===== src/rtl/wddl_pkg.sv =====
// Shared types and helpers for the WDDL dual-rail sequencer: FSM state
// encoding, the dual-rail pair type, and the per-bit encode/validity rules.
package wddl_pkg;

  typedef enum logic [1:0] {
    ST_IDLE = 2'd0,
    ST_PRE  = 2'd1,
    ST_EVAL = 2'd2,
    ST_HOLD = 2'd3
  } state_t;

  // One WDDL signal: a true rail and a false rail. 00 is the precharged
  // (spacer) value, 10/01 carry a logic 1/0, and 11 is never legal.
  typedef struct packed {
    logic t;
    logic f;
  } dr_pair_t;

  // Single-rail bit to its evaluate-phase dual-rail code.
  function automatic dr_pair_t encode(input logic d);
    dr_pair_t p;
    p.t = d;
    p.f = ~d;
    return p;
  endfunction

  // A returned pair is a valid data code only when exactly one rail is high.
  function automatic logic pair_valid(input dr_pair_t p);
    return p.t ^ p.f;
  endfunction

endpackage


===== src/rtl/wddl_dr_check.sv =====
// Combinational decode of a returned dual-rail word: the single-rail value is
// the true rails, and err_o flags any bit that is spacer (00) or illegal (11).
// Only instantiated when WDDL_RAIL_CHECK_EN is defined.
module wddl_dr_check
  import wddl_pkg::*;
#(
  parameter int WIDTH = 8
) (
  input  logic [WIDTH-1:0] ret_t_i,
  input  logic [WIDTH-1:0] ret_f_i,
  output logic [WIDTH-1:0] data_o,
  output logic             err_o
);

  logic [WIDTH-1:0] bit_ok;

  // Per-bit rail-code validity.
  always_comb begin
    bit_ok = '0;
    for (int i = 0; i < WIDTH; i++) begin
      bit_ok[i] = pair_valid(dr_pair_t'({ret_t_i[i], ret_f_i[i]}));
    end
  end

  assign data_o = ret_t_i;
  assign err_o  = ~(&bit_ok);

endmodule


===== src/rtl/wddl_dr_seq.sv =====
// Sequencer/encoder/decoder for the far side of a WDDL dual-rail cone.
// Each accepted word runs IDLE -> PRE -> EVAL -> HOLD -> IDLE: the cone is
// precharged, driven with the dual-rail code of the word for EVAL_CYC cycles,
// the returned true rails are captured, and the result is held until the
// consumer takes it.
// Optional feature: define WDDL_RAIL_CHECK_EN to check the returned rail codes
// at capture and report bad codes on err_o; otherwise err_o is tied low.
module wddl_dr_seq
  import wddl_pkg::*;
#(
  parameter int WIDTH    = 8,
  parameter int PRE_CYC  = 1,
  parameter int EVAL_CYC = 2
) (
  input  logic             clk_i,
  input  logic             rst_i,
  input  logic             in_valid_i,
  output logic             in_ready_o,
  input  logic [WIDTH-1:0] in_data_i,
  output logic             prechrg_o,
  output logic [WIDTH-1:0] t_o,
  output logic [WIDTH-1:0] f_o,
  input  logic [WIDTH-1:0] ret_t_i,
  input  logic [WIDTH-1:0] ret_f_i,
  output logic             out_valid_o,
  input  logic             out_ready_i,
  output logic [WIDTH-1:0] out_data_o,
  output logic             err_o
);

  localparam int MAX_CYC = (PRE_CYC > EVAL_CYC) ? PRE_CYC : EVAL_CYC;
  localparam int CNT_W   = $clog2(MAX_CYC + 1);

  localparam logic [CNT_W-1:0] PRE_LAST  = CNT_W'(PRE_CYC - 1);
  localparam logic [CNT_W-1:0] EVAL_LAST = CNT_W'(EVAL_CYC - 1);

  state_t           state, state_n;
  logic [CNT_W-1:0] cnt, cnt_n;
  logic [WIDTH-1:0] data_q;
  logic             load, capture, release_res;
  logic             prechrg_n;
  logic [WIDTH-1:0] t_n, f_n;
  logic [WIDTH-1:0] dec_data;
  dr_pair_t         pair;

  assign in_ready_o = (state == ST_IDLE);

  // Next-state, phase counter and next registered rail/precharge values.
  always_comb begin
    // NOTE: every signal written here gets a default first so no path through
    // the case statement can leave one unassigned and infer a latch.
    state_n     = state;
    cnt_n       = cnt;
    load        = 1'b0;
    capture     = 1'b0;
    release_res = 1'b0;
    prechrg_n   = 1'b1;
    t_n         = '0;
    f_n         = '0;
    pair        = '0;

    unique case (state)
      ST_IDLE: begin
        if (in_valid_i) begin
          load    = 1'b1;
          cnt_n   = '0;
          state_n = ST_PRE;
        end
      end
      ST_PRE: begin
        if (cnt == PRE_LAST) begin
          cnt_n   = '0;
          state_n = ST_EVAL;
        end else begin
          cnt_n = cnt + CNT_W'(1);
        end
      end
      ST_EVAL: begin
        if (cnt == EVAL_LAST) begin
          cnt_n   = '0;
          capture = 1'b1;
          state_n = ST_HOLD;
        end else begin
          cnt_n = cnt + CNT_W'(1);
        end
      end
      ST_HOLD: begin
        if (out_ready_i) begin
          release_res = 1'b1;
          state_n     = ST_IDLE;
        end
      end
      default: state_n = ST_IDLE;
    endcase

    // Rails follow the state being entered so they are registered together
    // with it; outside EVAL the cone is held in precharge with rails at 00.
    if (state_n == ST_EVAL) begin
      prechrg_n = 1'b0;
      for (int i = 0; i < WIDTH; i++) begin
        pair   = encode(data_q[i]);
        t_n[i] = pair.t;
        f_n[i] = pair.f;
      end
    end
  end

  // State, counter, drive rails and result registers.
  always_ff @(posedge clk_i) begin
    // NOTE: sequential state is assigned with <= so every flop samples the
    // pre-edge values, independent of statement order.
    if (rst_i) begin
      state       <= ST_IDLE;
      cnt         <= '0;
      prechrg_o   <= 1'b1;
      t_o         <= '0;
      f_o         <= '0;
      out_valid_o <= 1'b0;
      out_data_o  <= '0;
    end else begin
      state     <= state_n;
      cnt       <= cnt_n;
      prechrg_o <= prechrg_n;
      t_o       <= t_n;
      f_o       <= f_n;
      if (capture) begin
        out_valid_o <= 1'b1;
        out_data_o  <= dec_data;
      end else if (release_res) begin
        out_valid_o <= 1'b0;
      end
    end
  end

  // Accepted word, only read while driving EVAL.
  always_ff @(posedge clk_i) begin
    // NOTE: this is a pure datapath register qualified by the FSM, so it is
    // deliberately left without reset.
    if (load) begin
      data_q <= in_data_i;
    end
  end

`ifdef WDDL_RAIL_CHECK_EN
  logic check_err;

  wddl_dr_check #(
    .WIDTH (WIDTH)
  ) u_check (
    .ret_t_i (ret_t_i),
    .ret_f_i (ret_f_i),
    .data_o  (dec_data),
    .err_o   (check_err)
  );

  // Rail-code error captured alongside the data, cleared on handshake.
  always_ff @(posedge clk_i) begin
    if (rst_i) begin
      err_o <= 1'b0;
    end else if (capture) begin
      err_o <= check_err;
    end else if (release_res) begin
      err_o <= 1'b0;
    end
  end
`else
  // Without the check the false rails carry no information we use.
  logic unused_ret_f;

  assign dec_data     = ret_t_i;
  assign err_o        = 1'b0;
  assign unused_ret_f = ^ret_f_i;
`endif

endmodule

===== config.mk =====
export PLATFORM = sky130hd
export DESIGN_NAME = wddl_dr_seq
export DESIGN_NICKNAME = d
export VERILOG_FILES = /design/src/rtl/wddl_pkg.sv /design/src/rtl/wddl_dr_check.sv /design/src/rtl/wddl_dr_seq.sv
export SDC_FILE = /design/constraint.sdc
export NUM_CORES = 1
export LEC_CHECK = 0
export BUFFER_PORTS_ARGS = -buffer_cell sky130_fd_sc_hd__buf_2
export CAP_MARGIN = 20
export CORE_MARGIN = 2
export CORE_UTILIZATION = 43
export CTS_CLUSTER_SIZE = 14
export DETAILED_ROUTE_END_ITERATION = 10
export PLACE_DENSITY = 0.7
export SYNTH_ARGS = -nofsm -noshare
export SYNTH_HDL_FRONTEND = slang
export SYNTH_SLANG_ARGS = --single-unit

===== constraint.sdc =====
create_clock -name clk_i -period 2.7 [get_ports clk_i]
set_input_delay 0.81 -clock clk_i [delete_from_list [all_inputs] [get_ports clk_i]]
set_output_delay 0.81 -clock clk_i [all_outputs]
set_load 0.03 [all_outputs]

==> summary.md <==
| Metric | Value |
|---|---|
| Outcome | finished clean |
| Site Rows | 21 |
| Startpoint types | register |
| Element type at the critical path end | output port |
| Synth Flop Type | dfxtp_1 |
| Area growth, synth to finish | 21.07% |
| Die X | 63.92 um |
| Post-CTS setup buffer count | 0 |
| Critical path fanouts, max | 10 |
| RSZ-0062 raised after global routing | false |
| Compound-Gate Fraction of Synth Area | 0.09562 |
| Clock Sinks | 38 |
| First-pass GRT wire length | 4871 um |
| Synth cell types | 35 |
| Max_slew headroom | 0.4566 |
| CTS resizes | 0 |
| Vias in the first global route | 1071 |
| GRT Max-Usage Layer | met2 |
| Ratio of cells with drive above 1 in the final layout | 0.3652 |
| Die height | 63.92 um |
| Commonest non-fill, non-tap cells in the layout | buf_2, dfxtp_1, nand2_1 |
| CTS Root Cell | clkbuf_4 |
| GRT Total Usage | 0.1563 |
| Grt met2 use | 0.2539 |
| CP Data Required Time | 1.89 ns |
| Pre-antenna DRT Iters | 2 |
| Synth warn | 0 |
| Via Count | 1105 |
| Layout Skew | 0.008221 ns |
| Die area | 4086 um2 |
| Num ports | 56 |
| Adder-cell area share of the yosys netlist | 0.07293 |
| Seq cells post-synth | 38 |
| Final Non-Filler Cells | 224 |
| Vias/cell | 4.933 |
| NumNets Final | 214 |
| Ys async rst share | 0 |
| Initial antenna violation count | 0 |
| # hold bufs at CTS | 0 |
| WL per Instance | 13.14 um |
| Top achievable clock speed | 0.4528 GHz |
| Count of final setup violators | 0 |
| Largest net degree at the start of global routing | 19 |
| Fill count | 288 |
| Wirelength, routed | 2944 um |
| Fin area | 1869 um2 |
| Worst-margin pin slew | 0.8151 ns |
| Cells after synthesis | 132 |
| Core Area | 3390 um2 |
| Placed Cells | 216 |
| ANT nets after route | 0 |
| Register area share after synthesis | 0.5446 |
| Placed Area | 1763 um2 |
| EDFF count, synth | 8 |
| Max Cap Viol | 0 |
| Post-synthesis mux area share | 0 |
| Simple-Gate Fraction of Synth Area | 0.2277 |
| Met3 Use GR | 0.05282 |
| Fin. Hold Viols | 0 |
| Clock Latency Late Sink | 0.35 ns |
| Mean Syn Cell Area | 11.70 um2 |
| Routability cong. | 0.7561 |
| # diodes | 0 |
| CTS buffer count | 5 |
| Leak pwr | 0.7633 nW |
| Setup TNS | 0 ns |
| Fin crit share | 0.8180 |
| Gr ovfl total | 0 |
| XOR/XNOR Fraction of Synth Area | 0 |
| CTS tree | built |
| VDD IR max | 0.4723 mV |
| Setup Crit Path Kind | register to output port |
| Hold/Removal Path Class | register to register |
| Main combinational cell family by area after synthesis | simple AND/OR/NAND/NOR gates |
| Max-slew violation count | 0 |
| P per Cell Area | 1037 nW/um2 |
| DPL Wire Length | 2113 um |
| 1st-iter DRT viols | 34 |
| Number of H-tree levels | 2 |
| Initial Util | 0.4555 |
| Post-synthesis cell area | 1544 um2 |
| Fin crit period | 2.209 ns |
| Commonest non-fill, non-tap cell in the layout | buf_2 |
| Clock Pin Slew Worst Setup and Hold Paths | 0.11 ns |
| PnR Total Power | 1.938 mW |
| Syn_nets | 169 |
| Data arrival, critical path | 1.40 ns |
| Worst-case clock buffer depth | 2 |
| Met1 Use GR | 0.1885 |
| Port Buffers | 46 |
| DRC | 0 |
## final cells by class
class,instances,area (um2),share of cell area
well taps,46,57.56,0.03079
clock buffers,5,37.54,0.02008
repair buffers,46,230.2,0.1232
flip-flops and latches,38,840.8,0.4498
clock inverters,3,68.82,0.03681
inverters,5,18.77,0.01004
multi-input cells,81,615.6,0.3293
## through the flow
step                hold slack [ns]  utilization  worst slack (ns)
floorplan                    0.4255            -            0.9147
global placement             0.4299       0.5201            0.5574
detailed placement           0.4371       0.5201            0.5112
CTS                          0.4547       0.5515            0.4614
global route                 0.4594       0.5515            0.3554
finish                       0.4520       0.5515            0.4913
## sequential cells by signal, summed over array words and instances (netlist names)
name and count:
out_data_o 8, t_o 8, state 2, data_q 8
prechrg_o 1, cnt 2, out_valid_o 1, f_o 8
## final timing paths
check	slack, ns	end	cells past startpoint	start
worst min register to register	0.45	f_o[4]	1	data_q[4]
worst max register to register	0.70	prechrg_o	5	state[0]
worst max-delay path	0.49	in_ready_o	3	state[1]
worst min-delay path	0.45	f_o[4]	1	data_q[4]
## critical path: stages, from the launching register on
cell and delay, ns:
dfxtp_1 0.37, inv_1 0.11, ha_1 0.32, buf_2 0.26
## metal layers
layer	routed length [um]	share of wire
met5	0	0
met4	51	0.017
met3	139	0.047
met1	1287	0.44
met2	1467	0.50
## report_power, final
part / switching [mW] / internal (mW)
Clock: 0.190 / 0.290
Sequential: 0.0448 / 0.689
Combinational: 0.512 / 0.213
## cells by family after synthesis
logic type	Yosys count
compound gates	21
fa+ha+maj	9
buf+inv	13
flops	38
other cells	1
simple gates	50
## Yosys cell counts, drive strengths merged, types with 2 or more instances
library cell / count / area (um2)
a21oi: 12 / 60.06
and2: 3 / 18.77
buf: 6 / 61.30
clkbuf: 2 / 7.510
dfxtp: 30 / 600.6
edfxtp: 8 / 240.2
ha: 9 / 112.6
inv: 5 / 18.77
nand2: 18 / 67.56
nand2b: 2 / 15.02
nor2: 3 / 11.26
nor4: 8 / 100.1
nor4b: 8 / 85.08
o21ai: 2 / 10.01
(Power assumes the default switching activity.)
